`src/rtl/grad_pkg.sv`:
```
// Shared Q24.8 constants and the batch-accumulator FSM state type.
package grad_pkg;

   localparam int FRACT_BITS = 8;

   localparam logic signed [31:0] Q24_8_MAX = 32'sh7FFFFFFF;
   localparam logic signed [31:0] Q24_8_MIN = 32'sh80000000;

   typedef enum logic [1:0] {
      ACCUM = 2'd0,
      SCALE = 2'd1,
      HOLD  = 2'd2
   } state_t;

endpackage

```
`src/rtl/sat_to_q24_8.sv`:
```
// Clamps a wide signed value to signed 32-bit Q24.8; purely combinational, no backpressure.
module sat_to_q24_8 #(
   parameter int ACC_W = 68
) (
   input  logic signed [ACC_W-1:0] din,
   output logic        [31:0]      dout,
   output logic                    sat
);
   import grad_pkg::*;

   localparam logic signed [ACC_W-1:0] HI = {{(ACC_W-32){1'b0}}, Q24_8_MAX};
   localparam logic signed [ACC_W-1:0] LO = {{(ACC_W-32){1'b1}}, Q24_8_MIN};

   always_comb begin
      dout = din[31:0];
      sat  = 1'b0;
      if (din > HI) begin
         dout = Q24_8_MAX;
         sat  = 1'b1;
      end else if (din < LO) begin
         dout = Q24_8_MIN;
         sat  = 1'b1;
      end
   end

endmodule

```
`src/rtl/grad_batch_accum.sv`:
```
// Batch mean of 2**LOG2_BATCH Q56.8 products, saturated to Q24.8; result valid 2 cycles after the last beat.
// s_ready is low from the last beat until the mean is taken downstream; batches never overlap.
module grad_batch_accum #(
   parameter int LOG2_BATCH = 4,
   parameter int ACC_W      = 64 + LOG2_BATCH
) (
   input  logic        clk,
   input  logic        rst_n,
   input  logic        clr,
   input  logic        s_valid,
   output logic        s_ready,
   input  logic [63:0] s_data,
   output logic        m_valid,
   input  logic        m_ready,
   output logic [31:0] m_data,
   output logic        m_sat
);
   import grad_pkg::*;

   localparam logic [LOG2_BATCH-1:0] LAST = '1;

   state_t                  state, next_state;
   logic signed [ACC_W-1:0] acc;
   logic signed [ACC_W-1:0] mean;
   logic [LOG2_BATCH-1:0]   cnt;
   logic                    beat;
   logic                    acc_en, load_out, release_out;
   logic [31:0]             sat_data;
   logic                    sat_flag;

   assign beat = s_valid & s_ready & ~clr;
   assign mean = acc >>> LOG2_BATCH;

   sat_to_q24_8 #(.ACC_W(ACC_W)) u_sat (
      .din  (mean),
      .dout (sat_data),
      .sat  (sat_flag)
   );

   always_ff @(posedge clk or negedge rst_n) begin
      if (!rst_n) state <= ACCUM;
      else        state <= next_state;
   end

   always_comb begin
      next_state = state;
      if (clr) begin
         next_state = ACCUM;
      end else begin
         case (state)
            ACCUM:   if (beat && cnt == LAST) next_state = SCALE;
            SCALE:   next_state = HOLD;
            HOLD:    if (m_ready) next_state = ACCUM;
            default: next_state = ACCUM;
         endcase
      end
   end

   always_comb begin
      acc_en      = 1'b0;
      load_out    = 1'b0;
      release_out = 1'b0;
      case (state)
         ACCUM:   acc_en      = beat;
         SCALE:   load_out    = 1'b1;
         HOLD:    release_out = m_ready;
         default: ;
      endcase
   end

   // cnt saturates at LAST in ACCUM; it only returns to 0 on the output handshake or clr.
   always_ff @(posedge clk or negedge rst_n) begin
      if (!rst_n) begin
         s_ready <= 1'b0;
         m_valid <= 1'b0;
         m_data  <= '0;
         m_sat   <= 1'b0;
         acc     <= '0;
         cnt     <= '0;
      end else begin
         s_ready <= (next_state == ACCUM);
         if (clr) begin
            acc     <= '0;
            cnt     <= '0;
            m_valid <= 1'b0;
            m_sat   <= 1'b0;
         end else begin
            if (acc_en) begin
               acc <= acc + {{(ACC_W-64){s_data[63]}}, s_data};
               if (cnt != LAST) cnt <= cnt + 1'b1;
            end
            if (load_out) begin
               m_data  <= sat_data;
               m_sat   <= sat_flag;
               m_valid <= 1'b1;
            end
            if (release_out) begin
               m_valid <= 1'b0;
               acc     <= '0;
               cnt     <= '0;
            end
         end
      end
   end

endmodule

```
`config.mk`:
```
export PLATFORM = sky130hd
export DESIGN_NAME = grad_batch_accum
export DESIGN_NICKNAME = d
export VERILOG_FILES = /design/src/rtl/grad_pkg.sv /design/src/rtl/sat_to_q24_8.sv /design/src/rtl/grad_batch_accum.sv
export SDC_FILE = /design/constraint.sdc
export NUM_CORES = 1
export LEC_CHECK = 0
export ABC_AREA = 1
export ABC_CLOCK_PERIOD_IN_PS = 2500
export CORE_MARGIN = 2
export CORE_UTILIZATION = 59
export DETAILED_ROUTE_END_ITERATION = 7
export PLACE_DENSITY = 0.87
export RECOVER_POWER = 25
export SETUP_SLACK_MARGIN = 0.1
export SYNTH_ARGS = -nofsm -noshare
export SYNTH_HDL_FRONTEND = slang
export SYNTH_SLANG_ARGS = --single-unit
export TNS_END_PERCENT = 20
```
`constraint.sdc`:
```
create_clock -name clk -period 2.5 [get_ports clk]
set_input_delay 0.25 -clock clk [delete_from_list [all_inputs] [get_ports clk]]
set_output_delay 0.25 -clock clk [all_outputs]
set_load 0.01 [all_outputs]
```
## Yosys cells after proc, flatten, opt, wreduce, memory -nomap -nowiden

Cells that the tools add are included.

| cells by class | value |
|---|---|
| add/sub/neg operators | 2 |
| $lt $le $gt $ge | 2 |
| equal/unequal tests | 4 |
| multiplexer cells | 23 |
| bitwise operators | 3 |
| reduce and logical (&&, ||, !) cells | 9 |

Operators by type and width:

| cell | number |
|---|---|
| 68-bit 2-to-1 mux | 3 |
| 68-bit adder | 1 |
| 64-bit by 32-bit > comparator with 1-bit output (second input constant) | 1 |
| 64-bit by 32-bit < comparator with 1-bit output (second input constant) | 1 |
| 32-bit 2-to-1 mux | 2 |
| 4-bit 2-to-1 mux | 4 |
| 1-bit 2-to-1 mux | 10 |
| 3-bit nonzero test | 3 |
| 2-bit 2-to-1 mux | 3 |
| 2-bit case mux with 3 select lines | 1 |
| 4-bit by 1-bit adder with 4-bit output (second input constant) | 1 |
| 4-bit == test (second input constant) | 1 |
| 2-bit logical NOT | 2 |
| 4-bit != test (second input constant) | 1 |
| 2-bit AND reduction | 2 |
| 1-bit AND | 2 |
| 2-bit by 1-bit == test with 1-bit output (second input constant) | 1 |
| 2-bit == test (second input constant) | 1 |
| 2-bit nonzero test | 1 |
| 1-bit logical AND | 1 |
| 1-bit NOT | 1 |

| storage, ports and cells | value |
|---|---|
| bits in registers | 109 |
| input bits | 69 |
| logic and storage cells | 50 |

## Depth between registers and ports, before layout

| logic depth | value |
|---|---|
| depth in word-level cells | 7 |
| gate-level depth with buffers | 16 |

## Hierarchy

From an unflattened synthesis, not the netlist that was laid out.

| unflattened totals | value |
|---|---|
| cell total of the unflattened synthesis | 1,705 |
| area total of the unflattened synthesis | 10,357.4 um^2 |

Modules (own cells, without submodules):

| module | instances | cells each | area an instance (um^2) | seq. area each (um^2) |
|---|---|---|---|---|
| grad_batch_accum | 1 | 1,541 | 9,656.8 | 2,727.6 |
| sat_to_q24_8 | 1 | 164 | 700.7 | 0.0 |

## Worst setup path before layout

OpenSTA, ideal clock, no wires.

| path | value |
|---|---|
| kind | register to register |
| from | reg acc[0] |
| to | reg acc[64] |
| arrival time | 1.852 ns |
| data required time | 2.383 ns |
| slack | 0.531 ns |
| stages on the path, launching flop included | 15 |
| path through | dfrtp_1 > ha_1 > fa_1 > nand3_1 > nand3_2 > nand2_1 > nand2_2 > nand2_1 > nand3_2 > nand2_1 > nand2_2 > nand2_1 > nand3_1 > nand3_1 > nand2_1 |

| on the way | value |
|---|---|
| longest elaborated chain between the ends | 4 |

RTL lines:

| element | line | RTL |
|---|---|---|
| start: declaration | grad_batch_accum.sv:23 | `logic signed [ACC_W-1:0] acc;` |
| start signal: assignment | grad_batch_accum.sv:89 | `acc <= acc + {{(ACC_W-64){s_data[63]}}, s_data};` |
| 68-bit adder | grad_batch_accum.sv:89 |  |
| 68-bit 2-to-1 mux | grad_batch_accum.sv:88 | `if (acc_en) begin` |
| 68-bit 2-to-1 mux | grad_batch_accum.sv:97 | `if (release_out) begin` |
| 68-bit 2-to-1 mux | grad_batch_accum.sv:82 | `if (clr) begin` |

No other way between the ends. The select of a mux whose other input is x is not followed.
A chain may end at the register's enable or synchronous reset.

## Final worst setup path

| path | value |
|---|---|
| from | reg acc[0] |
| to | reg acc[62] |

The elaborated chain is that of the path after synthesis.

==> flow_results.org <==
** Global route
- First-pass GRT wire length :: 55.2 mm
- The initial antenna violation count came to 0.
- Residual overflow from global routing :: 0
- Largest net degree at the start of global routing :: 47
- The number of global-route vias before repair was ~11000.
- GRT Util Overall :: about two fifths

** CTS
- CTS H-tree depth :: 3
- Number of sinks driven by the clock tree :: 109
- Clock root buffer :: clkbuf_16
- After clock tree synthesis, the clock-pin slew on the worst setup and hold paths is roughly 0.090 ns.
- The clock passes through at most 2 buffers.
- Insertion delay to the later sink of the worst-skew pair :: 0.38 ns
- In this run, CTS created clock tree buffers numbering 9.
- TritonCTS built the clock tree.

** Timing
- Actual slew at the worst max-slew pin :: between 1 and 1.5 ns
- The clock period could shrink to ~2.4 ns.
- Setup violations remaining at the end of the flow were counted as 0.
- Hold violation count in the final report :: 0
- Final worst path period share :: ~97%
- Setup repair after global routing could not meet its margin everywhere.
- Max transition margin :: between 30 and 40%
- The number of pins with negative max-slew slack in the final report is 0.
- Hold is met by roughly 0.50 ns.
- For this run, the top clock speed supported by timing is 413 MHz.
- Worst Slack Setup Final :: between 0.07 and 0.08 ns
- For the final database, setup skew stands at about 0.019 ns.

** Power and ir drop
- Sequential share of power :: 27.7%
- Share of total power in the clock network :: about a fifth
- Net switching power :: roughly 3.6 mW
- IR analysis of the VDD net gives a maximum drop of roughly 0.42 mV.
- The analysis attributes to cell leakage a power of between 7 and 8 nW.
- Of the total power, the share spent switching nets is 45.2%.
- Power density relative to cell area :: between 600 and 700 nW/um2
- Combinational logic burns between 50% and 60% of the power.
- Cell internal power was estimated by the tool at 4.32 mW.

** Floorplan
- Width of the die :: roughly 130 um
- Ports placed on the boundary :: 104
- Number of placement rows :: 47
- The die is between 100 and 150 um tall.
- The initial utilization of the core area, before any placement, comes to between 60% and 70%.
- Die outline area :: roughly 18000 um2
- Core area :: 16600 um2

** Layout
- Area of all placed cells without fillers :: 12900 um2
- Area used by multi-input combinational logic :: ~6300 um2
- From synthesis to final layout, the design area changed by 27.4%.
- Number of antenna repair diodes :: 0
- In the final layout, the share of cells above drive strength 1 is 12.9%.
- Counting the fill cells in the layout gives roughly 1300.
- Fin util :: between 70% and 80%
- The top cell types in the final layout, fill and taps aside, are nand2_1 (602), inv_1 (290), nor2_1 (162).
- The net count of the finished layout is approximately 2000.
- The library cell used most frequently in the layout, excluding fill and tap cells, is nand2_1.
- Across the whole layout, storage elements account for ~2700 um2.

** Detailed routing
- The routed layout has 11982 vias.
- Post-route ant nets :: 0
- After detailed routing, the number of vias per cell comes to between 5 and 6.
- WL/cell :: approximately 17 um
- Total Routed Length :: between 30 and 40 mm
- In the routed design, unresolved DRC markers number 0.
- For this block, the initial DRC count from the detailed router was between 1000 and 1500.
- The first TritonRoute pass finished after 6 iterations.

** Synthesis
- Post-synthesis register bit count :: approximately 110
- Fraction of the yosys area taken by sequential cells :: a little over a quarter
- Yosys Warn Count :: 0
- After synthesis, the share of flip-flops with an asynchronous set or reset is between 90% and 100%.
- Synth Flop Type :: dfrtp_1
- Syn Nets :: 1821
- The mapped netlist covers slightly above 10000 um2.
- Gate count of the mapped netlist :: between 1500 and 2000
- Each instance of the synthesized netlist takes up on average ~6 um2.
- The synthesized netlist contains 40 unique library cells.
- Number of enable flip-flop cells after synthesis :: 0

** Setup path
- Of all nets on the critical path, the largest fanout is 5.
- STA puts the critical path data arrival time at about 2.7 ns.
- STA puts the critical path data required time at approximately 2.8 ns.
- The critical path in this run is classified as reg2reg.
- STA classifies the critical path endpoint as a flip-flop.
- STA classifies the critical path startpoint as a flip-flop.

** Placed design
- Detailed placement ended at an HPWL of around 29 mm.
- In this run the cell area measured after placement is between 10000 and 15000 um2.
- Input/output buffers :: roughly 100
- Final weighted congestion of routability-driven global placement :: between 1 and 1.5
- OpenSTA, run right after detailed placement, puts the worst setup slack at -0.205 ns.

** Hold path
- Hold Crit Class :: reg2reg

** Status
- The run finished with clean final reports.

** Run
- The tool flagged a number of max-cap violations equal to 0.
-- sequential cells by signal, summed over array words and instances (netlist names) --
signal and flops:
cnt 4, m_data 32, s_ready 1, m_valid 1, m_sat 1, state 2
acc 68
-- kinds of logic (layout without fill, tap and decap cells) --
group           Yosys count  count (layout)  share of synthesized area (%)
compound gates          233             233                           13.1
simple gates            953             953                           39.1
flops                   109             109                           27.0
mux                       1               1                          0.111
buf+inv                 316             560                           11.9
xor+xnor                  2               2                          0.173
fa+ha+maj                69              69                           8.62
-- area by class of cell --
class,instances,share of cell area [%]
clock buffer,9,1.75
clock inverter,7,0.613
inverter,292,8.52
multi-input combinational,1258,48.9
sequential,109,21.2
tap,220,2.14
timing repair buffer,252,16.9
-- power groups by stage --
stage	sequential, mW	combinational [mW]	clock, mW
floorplan	2.14	2.29	0
global placement	2.19	3.82	0
detailed placement	2.21	3.91	0
CTS	2.17	3.96	1.51
global route	2.20	4.52	1.58
finish	2.18	4.16	1.53
-- critical path, stage by stage, from the launching register on --
cell	delay, ns
dfrtp_1	0.41
ha_2	0.20
fa_2	0.42
nand3_1	0.11
nand3_2	0.13
nand2_1	0.09
nand2_1	0.12
nand3_1	0.10
nand2_1	0.09
nand2_1	0.08
nand2_2	0.11
nand2_2	0.10
nand3_1	0.07
nand3_1	0.18
nand2_1	0.08
-- routing by layer --
metal / GRT usage (%) / wire [um] / vias up
met5: 0 / 0 / -
met4: 12.7 / 1070 / 0
met3: 6.27 / 3970 / 96
met2: 62.0 / 16000 / 646
met1: 54.2 / 15000 / 5477
li1: - / - / 5763
-- path summary, 6_finish.rpt --
path	cells past startpoint	endpoint	slack, ns	from
min in group asynchronous	2	acc[4]	0.56	rst_n
worst min-delay path	2	m_valid	0.50	m_valid
worst min register to register	2	m_valid	0.50	m_valid
worst max-delay path	14	acc[62]	0.08	acc[0]
max in group asynchronous	3	acc[62]	0.36	rst_n
worst max register to register	14	acc[62]	0.08	acc[0]
-- cell usage after synthesis (5+ instances only) --
cell type,instances,area share (%)
a21oi_1,105,5.2
a22oi_1,31,2.3
a32o_1,5,0.50
buf_2,13,0.64
clkbuf_1,9,0.33
dfrtp_1,109,27
ha_1,68,8.4
inv_1,290,11
nand2_1,609,23
nand2_2,20,1.2
nand3_1,80,4.0
nand3_2,5,0.50
nand3b_1,12,0.89
nand4_1,14,0.87
nor2_1,168,6.2
nor2_2,13,0.81
nor3_1,15,0.74
o21ai_0,61,3.0
o21ai_1,11,0.54
o21bai_1,12,0.89
or2_2,5,0.31
-- what timing repair did --
item	4_1_cts	5_1_grt
endpoints found under the hold margin	36	0
resized for setup	1	31
cloned	0	0
hold buffers	1	0
pin swaps	0	1
setup endpoints to repair	2	35
buffers inserted	0	2
-- through the flow --
stage | std cells | TNS, ns | total power [mW]
2_1_floorplan | 1683 | 0 | 4.43
3_3_place_gp | 2128 | -0.916 | 6.01
3_5_place_dp | 2128 | -1.72 | 6.12
4_1_cts | 2145 | 0 | 7.65
5_1_grt | 2147 | -0.00570 | 8.30
6_report | 2147 | 0 | 7.88
Power figures use the tool's default switching activity.
